[src/rtl/freq_meter_ctrl.sv]
// Gated-count frequency meter controller: counts synchronised rising edges of
// sig_in over a gate whose length is picked manually or by auto-ranging.
//
// state | meaning
// IDLE  | waiting for start, published result held
// ARM   | 3 cycles: clear edge counter, let synchroniser drain, load gate timer
// GATE  | count edge pulses for the gate length of the working range
// LATCH | decide: shift range up/down and re-arm, or publish
// HOLD  | one cycle after publish, then re-arm (continuous) or go idle
module freq_meter_ctrl #(
    parameter int GATE_CYC = 100_000_000,
    parameter int CNT_W    = 24,
    parameter int LOW_TH   = 1000
) (
    input  logic             clk,
    input  logic             rst_n,
    input  logic             start,
    input  logic             abort,
    input  logic             continuous,
    input  logic             autorange,
    input  logic [1:0]       range_sel,
    input  logic             sig_in,
    output logic [CNT_W-1:0] freq_count,
    output logic [1:0]       range,
    output logic             valid,
    output logic             done,
    output logic             ovf,
    output logic             busy
);

    localparam int GW = $clog2(GATE_CYC + 1);
    localparam logic [GW-1:0]    GATE_LEN0 = GW'(GATE_CYC);
    localparam logic [GW-1:0]    GATE_LEN1 = GW'(GATE_CYC / 10);
    localparam logic [GW-1:0]    GATE_LEN2 = GW'(GATE_CYC / 100);
    localparam logic [CNT_W-1:0] CNT_MAX   = '1;
    localparam logic [CNT_W:0]   LOW_TH_W  = (CNT_W + 1)'(LOW_TH);

    typedef enum logic [2:0] {
        S_IDLE,
        S_ARM,
        S_GATE,
        S_LATCH,
        S_HOLD
    } state_t;

    state_t           state;
    state_t           state_nxt;
    logic             sync_1;
    logic             sync_2;
    logic             sync_3;
    logic             edge_pulse;
    logic [1:0]       arm_cnt;
    logic [GW-1:0]    gate_cnt;
    logic [GW-1:0]    gate_len;
    logic [CNT_W-1:0] edge_cnt;
    logic             sat;
    logic [1:0]       work_range;
    logic [1:0]       range_clamped;
    logic             up_lock;
    logic             do_up;
    logic             do_down;
    logic             do_publish;

    assign edge_pulse    = sync_2 & ~sync_3;
    assign range_clamped = (range_sel == 2'd3) ? 2'd2 : range_sel;

    always_comb begin
        gate_len = GATE_LEN0;
        case (work_range)
            2'd1:    gate_len = GATE_LEN1;
            2'd2:    gate_len = GATE_LEN2;
            default: gate_len = GATE_LEN0;
        endcase
    end

    // ---------------- FSM: state register ----------------
    always_ff @(posedge clk or negedge rst_n) begin
        if (!rst_n) begin
            state <= S_IDLE;
        end else begin
            state <= state_nxt;
        end
    end

    // ---------------- FSM: next state ----------------
    always_comb begin
        state_nxt = state;
        if (abort) begin
            state_nxt = S_IDLE;
        end else begin
            case (state)
                S_IDLE:  if (start) state_nxt = S_ARM;
                S_ARM:   if (arm_cnt == 2'd0) state_nxt = S_GATE;
                S_GATE:  if (gate_cnt == GW'(1)) state_nxt = S_LATCH;
                S_LATCH: state_nxt = (do_up || do_down) ? S_ARM : S_HOLD;
                S_HOLD:  state_nxt = continuous ? S_ARM : S_IDLE;
                default: state_nxt = S_IDLE;
            endcase
        end
    end

    // ---------------- FSM: outputs / decisions ----------------
    always_comb begin
        busy       = (state != S_IDLE);
        do_up      = 1'b0;
        do_down    = 1'b0;
        do_publish = 1'b0;
        if (state == S_LATCH && !abort) begin
            if (autorange && sat && work_range < 2'd2) begin
                do_up = 1'b1;
            end else if (autorange && ({1'b0, edge_cnt} < LOW_TH_W) &&
                         work_range > 2'd0 && !up_lock) begin
                do_down = 1'b1;
            end else begin
                do_publish = 1'b1;
            end
        end
    end

    // ARM lets the synchroniser drain naturally; nothing is counted outside GATE
    always_ff @(posedge clk or negedge rst_n) begin
        if (!rst_n) begin
            sync_1 <= 1'b0;
            sync_2 <= 1'b0;
            sync_3 <= 1'b0;
        end else begin
            sync_1 <= sig_in;
            sync_2 <= sync_1;
            sync_3 <= sync_2;
        end
    end

    always_ff @(posedge clk or negedge rst_n) begin
        if (!rst_n) begin
            arm_cnt  <= 2'd2;
            gate_cnt <= '0;
        end else begin
            if (state != S_ARM) begin
                arm_cnt <= 2'd2;
            end else if (arm_cnt != 2'd0) begin
                arm_cnt <= arm_cnt - 2'd1;
            end
            if (state == S_ARM) begin
                gate_cnt <= gate_len;
            end else if (state == S_GATE) begin
                gate_cnt <= gate_cnt - GW'(1);
            end
        end
    end

    // sat marks an edge lost because the counter was already full
    always_ff @(posedge clk or negedge rst_n) begin
        if (!rst_n) begin
            edge_cnt <= '0;
            sat      <= 1'b0;
        end else if (state == S_ARM) begin
            edge_cnt <= '0;
            sat      <= 1'b0;
        end else if (state == S_GATE && edge_pulse) begin
            if (edge_cnt == CNT_MAX) begin
                sat <= 1'b1;
            end else begin
                edge_cnt <= edge_cnt + CNT_W'(1);
            end
        end
    end

    always_ff @(posedge clk or negedge rst_n) begin
        if (!rst_n) begin
            work_range <= 2'd0;
            up_lock    <= 1'b0;
        end else begin
            if (state == S_IDLE && start && !abort) begin
                if (!autorange) begin
                    work_range <= range_clamped;
                end
                up_lock <= 1'b0;
            end else if (do_up) begin
                work_range <= work_range + 2'd1;
                up_lock    <= 1'b1;
            end else if (do_down) begin
                work_range <= work_range - 2'd1;
            end
            if (state_nxt == S_IDLE) begin
                up_lock <= 1'b0;
            end
        end
    end

    always_ff @(posedge clk or negedge rst_n) begin
        if (!rst_n) begin
            freq_count <= '0;
            range      <= 2'd0;
            ovf        <= 1'b0;
            valid      <= 1'b0;
            done       <= 1'b0;
        end else begin
            done <= do_publish;
            if (do_publish) begin
                freq_count <= edge_cnt;
                range      <= work_range;
                ovf        <= sat;
                valid      <= 1'b1;
            end
        end
    end

endmodule

[config.mk]
export PLATFORM = sky130hd
export DESIGN_NAME = freq_meter_ctrl
export DESIGN_NICKNAME = d
export VERILOG_FILES = /design/src/rtl/freq_meter_ctrl.sv
export SDC_FILE = /design/constraint.sdc
export NUM_CORES = 1
export LEC_CHECK = 0
export ABC_AREA = 1
export BUFFER_PORTS_ARGS = -buffer_cell sky130_fd_sc_hd__buf_2
export CAP_MARGIN = 20
export CORE_MARGIN = 5
export CORE_UTILIZATION = 25
export CTS_CLUSTER_DIAMETER = 120
export DETAILED_ROUTE_END_ITERATION = 6
export SETUP_SLACK_MARGIN = 0.3
export SYNTH_ARGS = -nofsm -noshare
export SYNTH_HDL_FRONTEND = slang
export SYNTH_SLANG_ARGS = --single-unit
[constraint.sdc]
create_clock -name clk -period 1.63 [get_ports clk]
set_input_delay 0.163 -clock clk [delete_from_list [all_inputs] [get_ports clk]]
set_output_delay 0.163 -clock clk [all_outputs]
set_load 0.02 [all_outputs]
==> out/results.txt, run 1 <==
sequential share of the synthesized area = 45.0%
nets = 891
clock skew = 0.0137 ns
DP Worst Slack = -0.0599 ns
root buffer cell = clkbuf_16
dpl cells = 1067
Crit-path slowest cell = dfrtp_1
PD cells = 1180 mW/mm2
first-pass GRT wire length = 26100 um
core region area = 0.0202 mm2
Syn Inst Count = 712
Post-synth EDFFs = 0
hold_sp = range_sel[1]
placed inst area = 0.00622 mm2
Reg2Reg Setup Slack = 0.01 ns
drt total wl = 17000 um
VDD IR-drop max = 0.493 mV
ratio of cells with drive above 1 in the final layout = 48.9%
Crit Path Max Fanout = 8
Hold EP = work_range[1]$_DFFE_PN0P_
Post-DRT Antenna Nets = 0
Post-Syn Nets = 730
LEAKAGE = 0.00376 uW
DR vias/cell = 4.69
routability cong. = 0.903
GRT Total Usage = 13.6%
Inserted Diodes = 0
Hold Path Cell Cnt = 5
vias in the first global route = 5127
deepest clock path buffer count = 2
Final Max Tran Viols = 0
Area growth, synth to finish = 59.7%
Slew headroom = 67.6%
CTS Buf Count = 9
WP data required = 1.87 ns
I/O pin count = 39
slowest stage delay, CP = 0.38 ns
Syn. warnings = 0
Setup CP Type = flip-flop to flip-flop
Mean Syn Cell Area = 7.19 um2
CTS tree = done
worst reg2reg path endpoint = freq_count[3]$_DFFE_PN0P_
Buf/Inv on CP = 3
delay-heaviest family, CP = simple AND/OR/NAND/NOR gates
CTS HTree Levels = 3
highest clock rate = 619 MHz
post-layout util = 40.5%
Period minus WS final = 1.62 ns
Max Cap Viol = 0
final setup fails = 0
CP dominant cell by count = nand2_4
Rows = 52
startpoint types = flip-flop
clk slew on worst S/H paths = 0.07 ns
Tightest Pin Transition = 0.487 ns
Iteration-0 DRC Markers = 353
vias = 5381
grt total ovfl = 0
dpl hpwl = 11000 um
critical path depth in cells = 11
largest net degree at the start of global routing = 35
wire length per cell = 14.8 um
Worst setup EP type = flip-flop
Critical R2R Launch = edge_cnt[3]$_DFFE_PN0P_
Die ar. = 0.0234 mm2
Post-synth top flop = dfrtp_1
RSZ-0062 raised after global routing = yes
crit share post-route = 99.2%
Arr. time, crit path = 1.86 ns
final-layout fill cell count = 1956
fin cells = 1148
async set-reset flop share out of synthesis = 100%
detailed-route DRC error count = 0
#FFs+latches synth = 92
CP startpoint = edge_cnt[3]$_DFFE_PN0P_
Hold Path Class = input port to flip-flop
Reg2Reg Depth = 11
port buffer count = 38
Unique masters post-synth = 33
Final Hold Fails = 0
final non-filler cell area = 0.00817 mm2
worst skew pair latency = 0.36 ns
Starting Density = 25.4%
die width = 153 um
CP Cell Sequence = buf_6, inv_8, nand2_4, nand2_4, nor2_4, nor2_2, nand2_2, nand3_4, buf_12, nand2_1, o21ai_2
post-synthesis cell area = 0.00512 mm2
initial antenna violation count = 0
status = finished, final reports clean
drt first pass iters = 4
Final WS setup = 0.0134 ns
Chip Height = 153 um
CTS Sinks = 92
## timing repair
action / 4_1_cts / 5_1_grt
pin swaps: 45 / 42
hold endpoints to repair: 30 / 0
endpoints found under the setup margin: 84 / 90
hold buffers: 2 / 0
resized for setup: 131 / 205
setup buffers: 32 / 23
cloned: 3 / 5
## layer usage
layer | part of all wire, % | GRT usage, %
met1 | 45 | 18.0
met2 | 47 | 21.4
met3 | 5.8 | 3.45
met4 | 2.4 | 5.52
met5 | 0 | 0
## synthesized netlist by cell type, types with 8 or more instances
library cell / instances / area, um2
a21oi_1: 20 / 100
clkbuf_1: 8 / 30.0
dfrtp_1: 91 / 2280
ha_1: 9 / 113
inv_1: 85 / 319
nand2_1: 199 / 747
nand3_1: 52 / 260
nand4_1: 15 / 93.8
nor2_1: 97 / 364
nor3_1: 11 / 55.1
o21ai_0: 62 / 310
o21ai_1: 13 / 65.1
xor2_1: 11 / 96.3
## sequential cells by signal, indices dropped and copies added (netlist names)
name and flops:
sat 1, sync_2 1, up_lock 1, gate_cnt 27, arm_cnt 2, valid 1
sync_1 1, ovf 1, edge_cnt 24, done 1, work_range 2, range 2
freq_count 24, sync_3 1, state 3
## area by class of cell
type / count / area, um2 / area share, %
timing repair buffer: 167 / 1490 / 18.2
tap: 270 / 338 / 4.13
clock buffer: 12 / 256 / 3.14
multi-input combinational: 513 / 3350 / 41.0
timing repair inverter: 1 / 7.51 / 0.0919
clock inverter: 4 / 47.5 / 0.582
inverter: 89 / 370 / 4.53
sequential: 92 / 2320 / 28.4
## worst min-delay path, delay by kind of cell
kind | cells | cell delay (ns)
AOI/OAI and AO/OA | 2 | 0.12
and+or+nand+nor | 2 | 0.11
buffers and inverters | 1 | 0.10
## through the flow
stage          hold WS (ns)  total power (uW)  setup TNS, ns
2_1_floorplan        -0.133              4870          -1.54
3_3_place_gp          0.169              5730        -0.0363
3_5_place_dp          0.164              5750        -0.0703
4_1_cts               0.157              8830              0
5_1_grt               0.220             10200          -1.75
6_report              0.169              9640              0
## report_power, final
group          switching [uW]  internal, uW  total, uW
Combinational            2350          1850       4210
Clock                     903          1270       2170
Sequential                520          2740       3260
## worst max-delay path by stage
stage,endpoint,slack (ns)
after floorplan,edge_cnt[13]$_DFFE_PN0P_,-0.12
after global placement,edge_cnt[1]$_DFFE_PN0P_,-0.02
after detailed placement,edge_cnt[7]$_DFFE_PN0P_,-0.06
after CTS,edge_cnt[10]$_DFFE_PN0P_,0.04
after global routing,freq_count[17]$_DFFE_PN0P_,-0.08
final,freq_count[3]$_DFFE_PN0P_,0.01
## cell families after synthesis
logic type	share of synthesized area (%)
xor+xnor	2.40
fa+ha+maj	2.20
simple gates	31.5
compound gates	10.5
flops	45.0
buf+inv	8.46
## cells in the final DEF, fill, tap and decap left out, types with 4 or more instances in the layout
cell / synthesis / layout
nand2_1: 199 / 127
o21ai_1: 13 / 38
nand3_1: 52 / 37
inv_2: 3 / 25
buf_2: 7 / 36
nand2_2: 1 / 53
xor2_1: 11 / 11
buf_12: 0 / 9
dfrtp_1: 91 / 80
o21ai_0: 62 / 9
nor2_4: 0 / 20
nor2_2: 1 / 29
inv_1: 85 / 55
nand4_1: 15 / 15
a21oi_1: 20 / 9
nand2_4: 0 / 19
nor3_4: 1 / 5
ha_4: 0 / 4
nand3_2: 0 / 9
a21oi_2: 0 / 11
clkbuf_16: 0 / 12
inv_4: 0 / 5
nor2_1: 97 / 49
buf_6: 2 / 30
dfrtp_2: 0 / 11
buf_4: 1 / 84
nand3_4: 0 / 7
o21ai_2: 0 / 26
nor3_2: 1 / 5
ha_1: 9 / 5
(Power assumes the default switching activity.)
==> run 2: changes to the inputs <==
--- a/config.mk
+++ b/config.mk
@@ -9,7 +9,7 @@
 export BUFFER_PORTS_ARGS = -buffer_cell sky130_fd_sc_hd__buf_2
 export CAP_MARGIN = 20
 export CORE_MARGIN = 5
-export CORE_UTILIZATION = 25
+export CORE_UTILIZATION = 41
 export CTS_CLUSTER_DIAMETER = 120
 export DETAILED_ROUTE_END_ITERATION = 6
 export SETUP_SLACK_MARGIN = 0.3
==> run 2 against run 1 <==
Against the previous run:
- the flow now finishes with violations (setup timing)
- sequential power barely moved
- core utilization increased by 27 points
- die area is 37% lower
- critical path depth fell by 2
- critical endpoint is now freq_count[10]$_DFFE_PN0P_
- largest cell class unchanged
==> out/results.txt, run 2 (synthesis results as in run 1) <==
status = complete, but fails checks
failing checks = setup timing
worst skew pair latency = 0.36 ns
first-pass GRT wire length = 27200 um
Worst setup EP type = flip-flop
CTS Sinks = 92
LEAKAGE = 0.00382 uW
Period minus WS final = 1.74 ns
wire length per cell = 16.8 um
Die ar. = 0.0148 mm2
CTS tree = done
DR vias/cell = 5.39
Setup TNS = -2.32 ns
die width = 122 um
Sequential Area = 0.00232 mm2
core region area = 0.0121 mm2
Critical R2R Launch = state[1]$_DFF_PN0_
placed inst area = 0.00604 mm2
Slew headroom = 67.6%
Setup CP Type = flip-flop to flip-flop
CP dominant cell by count = nor2_4
Max Cap Viol = 0
hold_sp = range_sel[1]
clk slew on worst S/H paths = 0.07 ns
RSZ-0062 raised after global routing = yes
Top Registers = gate_cnt (27), edge_cnt (24), freq_count (24)
routability cong. = 0.938
grt total ovfl = 0
WP data required = 1.92 ns
PD cells = 1180 mW/mm2
Arr. time, crit path = 2.03 ns
clock skew = 0.00594 ns
Hold Path Class = input port to flip-flop
Final Hold Fails = 0
vias in the first global route = 5320
highest clock rate = 574 MHz
Total Power = 9710 uW
drt first pass iters = 5
Hold Path Cell Cnt = 5
Rows = 40
initial antenna violation count = 0
Final WS setup = -0.113 ns
dpl hpwl = 10600 um
largest reg by FF count = gate_cnt
CTS Buf Count = 9
Iteration-0 DRC Markers = 458
Area growth, synth to finish = 60.1%
delay-heaviest family, CP = simple AND/OR/NAND/NOR gates
minimum hold slack = 0.174 ns
Reg2Reg Setup Slack = -0.11 ns
largest net degree at the start of global routing = 36
startpoint types = flip-flop
number of flip-flops in the largest register = 27
detailed-route DRC error count = 0
ratio of cells with drive above 1 in the final layout = 47.0%
port buffer count = 38
DP Worst Slack = -0.0312 ns
Tightest Pin Transition = 0.486 ns
Chip Height = 122 um
root buffer cell = clkbuf_16
deepest clock path buffer count = 2
most common cell after layout, fill and taps aside = nand2_1
crit share post-route = 107%
CTS HTree Levels = 3
GRT Total Usage = 23.3%
drt total wl = 17800 um
VDD IR-drop max = 0.579 mV
final-layout fill cell count = 921
Inserted Diodes = 0
Post-DRT Antenna Nets = 0
final non-filler cell area = 0.00820 mm2
Final Max Tran Viols = 0
Reg2Reg Depth = 9
area of the multi-input gates = 0.00325 mm2
slowest stage delay, CP = 0.41 ns
CP Cell Sequence = inv_2, nor2_4, nand2_1, nor2_4, nand3_4, buf_8, buf_12, buf_16, o21ai_2
most frequent cells in the layout = nand2_1 (140), buf_4 (93), dfrtp_1 (79), inv_1 (59), nor2_1 (51)
Crit-path slowest cell = dfrtp_1
worst reg2reg path endpoint = freq_count[10]$_DFFE_PN0P_
Hold EP = work_range[1]$_DFFE_PN0P_
Buf/Inv on CP = 4
vias = 5719
I/O pin count = 39
Starting Density = 42.3%
nets = 906
Crit Path Max Fanout = 5
final setup fails = 46
## run 2: repair_timing
action,in CTS,in global routing
setup buffers,46,26
pin swaps,29,58
setup endpoints to repair,83,90
hold buffers,2,0
cloned,9,3
hold endpoints to repair,32,0
gates resized for setup,164,150
## run 2: layout make-up
cell class,instances,share of cell area (%)
Multi-Input combinational cell,512,39.7
Sequential cell,92,28.3
Timing Repair Buffer,183,21.2
Inverter,89,4.53
Clock buffer,9,2.75
Tap cell,168,2.56
Clock inverter,7,0.901
Timing Repair inverter,1,0.0916
## run 2: routing by layer
metal	track usage (%)	share of wire (%)	vias up	wire [um]
met5	0	0	-	0
met4	6.93	1.9	0	336
met3	5.39	7.0	35	1240
met2	36.2	47	227	8460
met1	32.4	44	2808	7810
li1	-	-	2649	-
## run 2: how the worst max path moves through the flow
stage	startpoint	end	slack [ns]	cells past startpoint
detailed placement	edge_cnt[6]$_DFFE_PN0P_	edge_cnt[15]$_DFFE_PN0P_	-0.03	8
floorplan	edge_cnt[0]$_DFFE_PN0P_	edge_cnt[13]$_DFFE_PN0P_	-0.12	11
global placement	edge_cnt[0]$_DFFE_PN0P_	edge_cnt[1]$_DFFE_PN0P_	0.004	9
global route	state[1]$_DFF_PN0_	edge_cnt[0]$_DFFE_PN0P_	-0.18	10
CTS	edge_cnt[0]$_DFFE_PN0P_	edge_cnt[21]$_DFFE_PN0P_	0.001	11
finish	state[1]$_DFF_PN0_	freq_count[10]$_DFFE_PN0P_	-0.11	9
## run 2: worst min-delay path, stage by stage
cell and delay (ns):
buf_2 0.10, nand2_1 0.05, o21ai_1 0.05, nand2_1 0.05, o21ai_1 0.06
## run 2: report_power, final
group	switching, uW	internal, uW	total [uW]
clock	954	1200	2150
combinational	2380	1930	4310
sequential	511	2740	3260
## run 2: metrics by stage
stage                     util (%)  std cells
after CTS                     61.6       1032
after floorplan                  -        712
after global placement        49.9        959
after global routing          67.7       1061
final                         67.7       1061
after detailed placement      49.9        959
==> run 3: changes to the inputs <==
--- a/config.mk
+++ b/config.mk
@@ -7,12 +7,11 @@
 export LEC_CHECK = 0
 export ABC_AREA = 1
 export BUFFER_PORTS_ARGS = -buffer_cell sky130_fd_sc_hd__buf_2
-export CAP_MARGIN = 20
+export CAP_MARGIN = 10
 export CORE_MARGIN = 5
 export CORE_UTILIZATION = 41
 export CTS_CLUSTER_DIAMETER = 120
 export DETAILED_ROUTE_END_ITERATION = 6
-export SETUP_SLACK_MARGIN = 0.3
 export SYNTH_ARGS = -nofsm -noshare
 export SYNTH_HDL_FRONTEND = slang
 export SYNTH_SLANG_ARGS = --single-unit
==> run 3 against run 2 <==
Against the previous run:
- the run still ends with setup timing left
- sequential power down 3%
- hold slack better by 0.0071 ns
- first-iteration DRC count down 19%
- worst setup slack better by 0.090 ns
- die area unchanged
- largest cell class unchanged
- routed wire length down 12%
- count of clock-buffer cells in the layout unchanged
- largest power group is now sequential cells
- core utilization down 9.5 points
- via count down 8.9%
- critical path depth up 2
- combinational power down 31%
- cell count down 3.0%
==> out/results.txt, run 3 (synthesis results as in run 1) <==
Top Registers = gate_cnt (27), edge_cnt (24), freq_count (24)
Crit Path Max Fanout = 11
worst skew pair latency = 0.36 ns
CP Cell Sequence = ha_4, clkinv_4, nor3_4, nand2_2, nor2_4, nand3_2, nand2_4, buf_12, buf_12, nand2_2, o21ai_1
most frequent cells in the layout = nand2_1 (186), buf_4 (98), dfrtp_1 (87), nor2_1 (79), inv_1 (70)
Area growth, synth to finish = 37.5%
Period minus WS final = 1.65 ns
dpl hpwl = 11300 um
DR vias/cell = 5.06
routability cong. = 0.932
WP data required = 1.91 ns
detailed-route DRC error count = 0
number of flip-flops in the largest register = 27
Starting Density = 42.3%
Post-DRT Antenna Nets = 0
drt total wl = 15700 um
status = complete, but fails checks
vias = 5209
Hold Path Class = input port to flip-flop
crit share post-route = 101%
I/O pin count = 39
GRT Total Usage = 21.4%
LEAKAGE = 0.00348 uW
Arr. time, crit path = 1.93 ns
wire length per cell = 15.2 um
Tightest Pin Transition = 0.295 ns
final non-filler cell area = 0.00704 mm2
Chip Height = 122 um
Final Max Tran Viols = 0
die width = 122 um
post-layout util = 58.1%
Final Hold Fails = 0
WL met3 = 883 um
root buffer cell = clkbuf_16
nets = 874
Setup CP Type = flip-flop to flip-flop
final setup fails = 15
Metal-1 WL = 7620 um
Final WS setup = -0.0234 ns
PD cells = 1200 mW/mm2
drt first pass iters = 5
grt total ovfl = 0
Worst setup EP type = flip-flop
CTS Buf Count = 9
dpl cells = 989
initial antenna violation count = 0
port buffer count = 38
largest net degree at the start of global routing = 49
Crit-path slowest cell = dfrtp_1
vias in the first global route = 4769
WL met2 = 6920 um
deepest clock path buffer count = 2
final-layout fill cell count = 1136
max layer used = met4
failing checks = setup timing
CTS HTree Levels = 3
VDD IR-drop max = 0.522 mV
CTS tree = done
fin cells = 1029
RSZ-0062 raised after global routing = yes
largest reg by FF count = gate_cnt
Max Cap Viol = 0
ratio of cells with drive above 1 in the final layout = 29.2%
Inserted Diodes = 0
CTS Sinks = 92
startpoint types = flip-flop
placed inst area = 0.00616 mm2
clk slew on worst S/H paths = 0.07 ns
highest clock rate = 605 MHz
core region area = 0.0121 mm2
clock skew = 0.0125 ns
Slew headroom = 80.1%
most common cell after layout, fill and taps aside = nand2_1
Rows = 40
Iteration-0 DRC Markers = 372
first-pass GRT wire length = 24900 um
slowest stage delay, CP = 0.41 ns
Die ar. = 0.0148 mm2
## run 3: changes by cell type in the layout (fill, tap and decap cells not counted), moves of 9 or more
cell	before	now
nor2_2	31	15
buf_6	28	4
inv_1	59	70
o21ai_2	23	5
nand2_2	36	10
nor2_4	16	4
o21ai_0	16	42
a21oi_1	9	18
a21oi_2	11	2
nand2_4	23	4
nand2_1	140	186
nor2_1	51	79
## run 3: path summary, 6_finish.rpt
kind	from	endpoint	slack, ns	cells past startpoint
max	edge_cnt[0]$_DFFE_PN0P_	edge_cnt[13]$_DFFE_PN0P_	-0.02	11
min	range_sel[1]	work_range[1]$_DFFE_PN0P_	0.18	5
max reg2reg	edge_cnt[0]$_DFFE_PN0P_	edge_cnt[13]$_DFFE_PN0P_	-0.02	11
min reg2reg	sync_1$_DFF_PN0_	sync_2$_DFF_PN0_	0.35	0
max in group asynchronous	rst_n	arm_cnt[1]$_DFFE_PN1P_	1.02	3
min in group asynchronous	rst_n	gate_cnt[11]$_DFFE_PN0P_	0.32	3
## run 3: report_power, final
group | total, uW | leakage, uW | internal, uW | switching [uW]
sequential | 3150 | 0.00116 | 2730 | 421
combinational | 2960 | 0.00217 | 1210 | 1750
clock | 2340 | 0.000156 | 1350 | 985
total | 8450 | 0.00348 | 5300 | 3160
## run 3: per-stage QoR
| stage | hold slack, ns | setup slack [ns] | TNS (ns) | power, uW |
|---|---|---|---|---|
| 2_1_floorplan | -0.133 | -0.118 | -1.54 | 4680 |
| 3_3_place_gp | 0.173 | -0.0141 | -0.0612 | 5720 |
| 3_5_place_dp | 0.174 | -0.0495 | -0.195 | 5780 |
| 4_1_cts | 0.165 | -0.00205 | -0.00205 | 8210 |
| 5_1_grt | 0.211 | -0.132 | -3.03 | 8980 |
| 6_report | 0.181 | -0.0234 | -0.176 | 8450 |
## run 3: final cells by class
cell class	instances	area [um2]	area share, %
Clock buffer	9	225	3.20
Clock inverter	7	98.8	1.40
Inverter	89	344	4.89
Multi-Input combinational cell	512	2630	37.4
Sequential cell	92	2310	32.8
Tap cell	168	210	2.99
Timing Repair Buffer	152	1220	17.3
## run 3: worst max-delay path: cells and delay by family (launching register included)
family / cells / cell delay (ns)
AOI/OAI and AO/OA: 1 / 0.08
adders and majority gates: 1 / 0.18
buffers and inverters: 3 / 0.32
DFF: 1 / 0.41
and+or+nand+nor: 6 / 0.57
## run 3: repair_timing
| action | 4_1_cts | 5_1_grt |
|---|---|---|
| setup endpoints to repair | 25 | 77 |
| cloned | 1 | 3 |
| gates resized for setup | 12 | 101 |
| buffers inserted | 7 | 12 |
| endpoints found under the hold margin | 92 | 0 |
| hold buffers | 2 | 0 |
| pin swaps | 3 | 10 |
## run 3: per-layer routing
layer | vias up | GRT usage (%)
li1 | 2567 | -
met1 | 2461 | 32.2
met2 | 163 | 31.1
met3 | 18 | 3.76
met4 | 0 | 6.86
met5 | - | 0
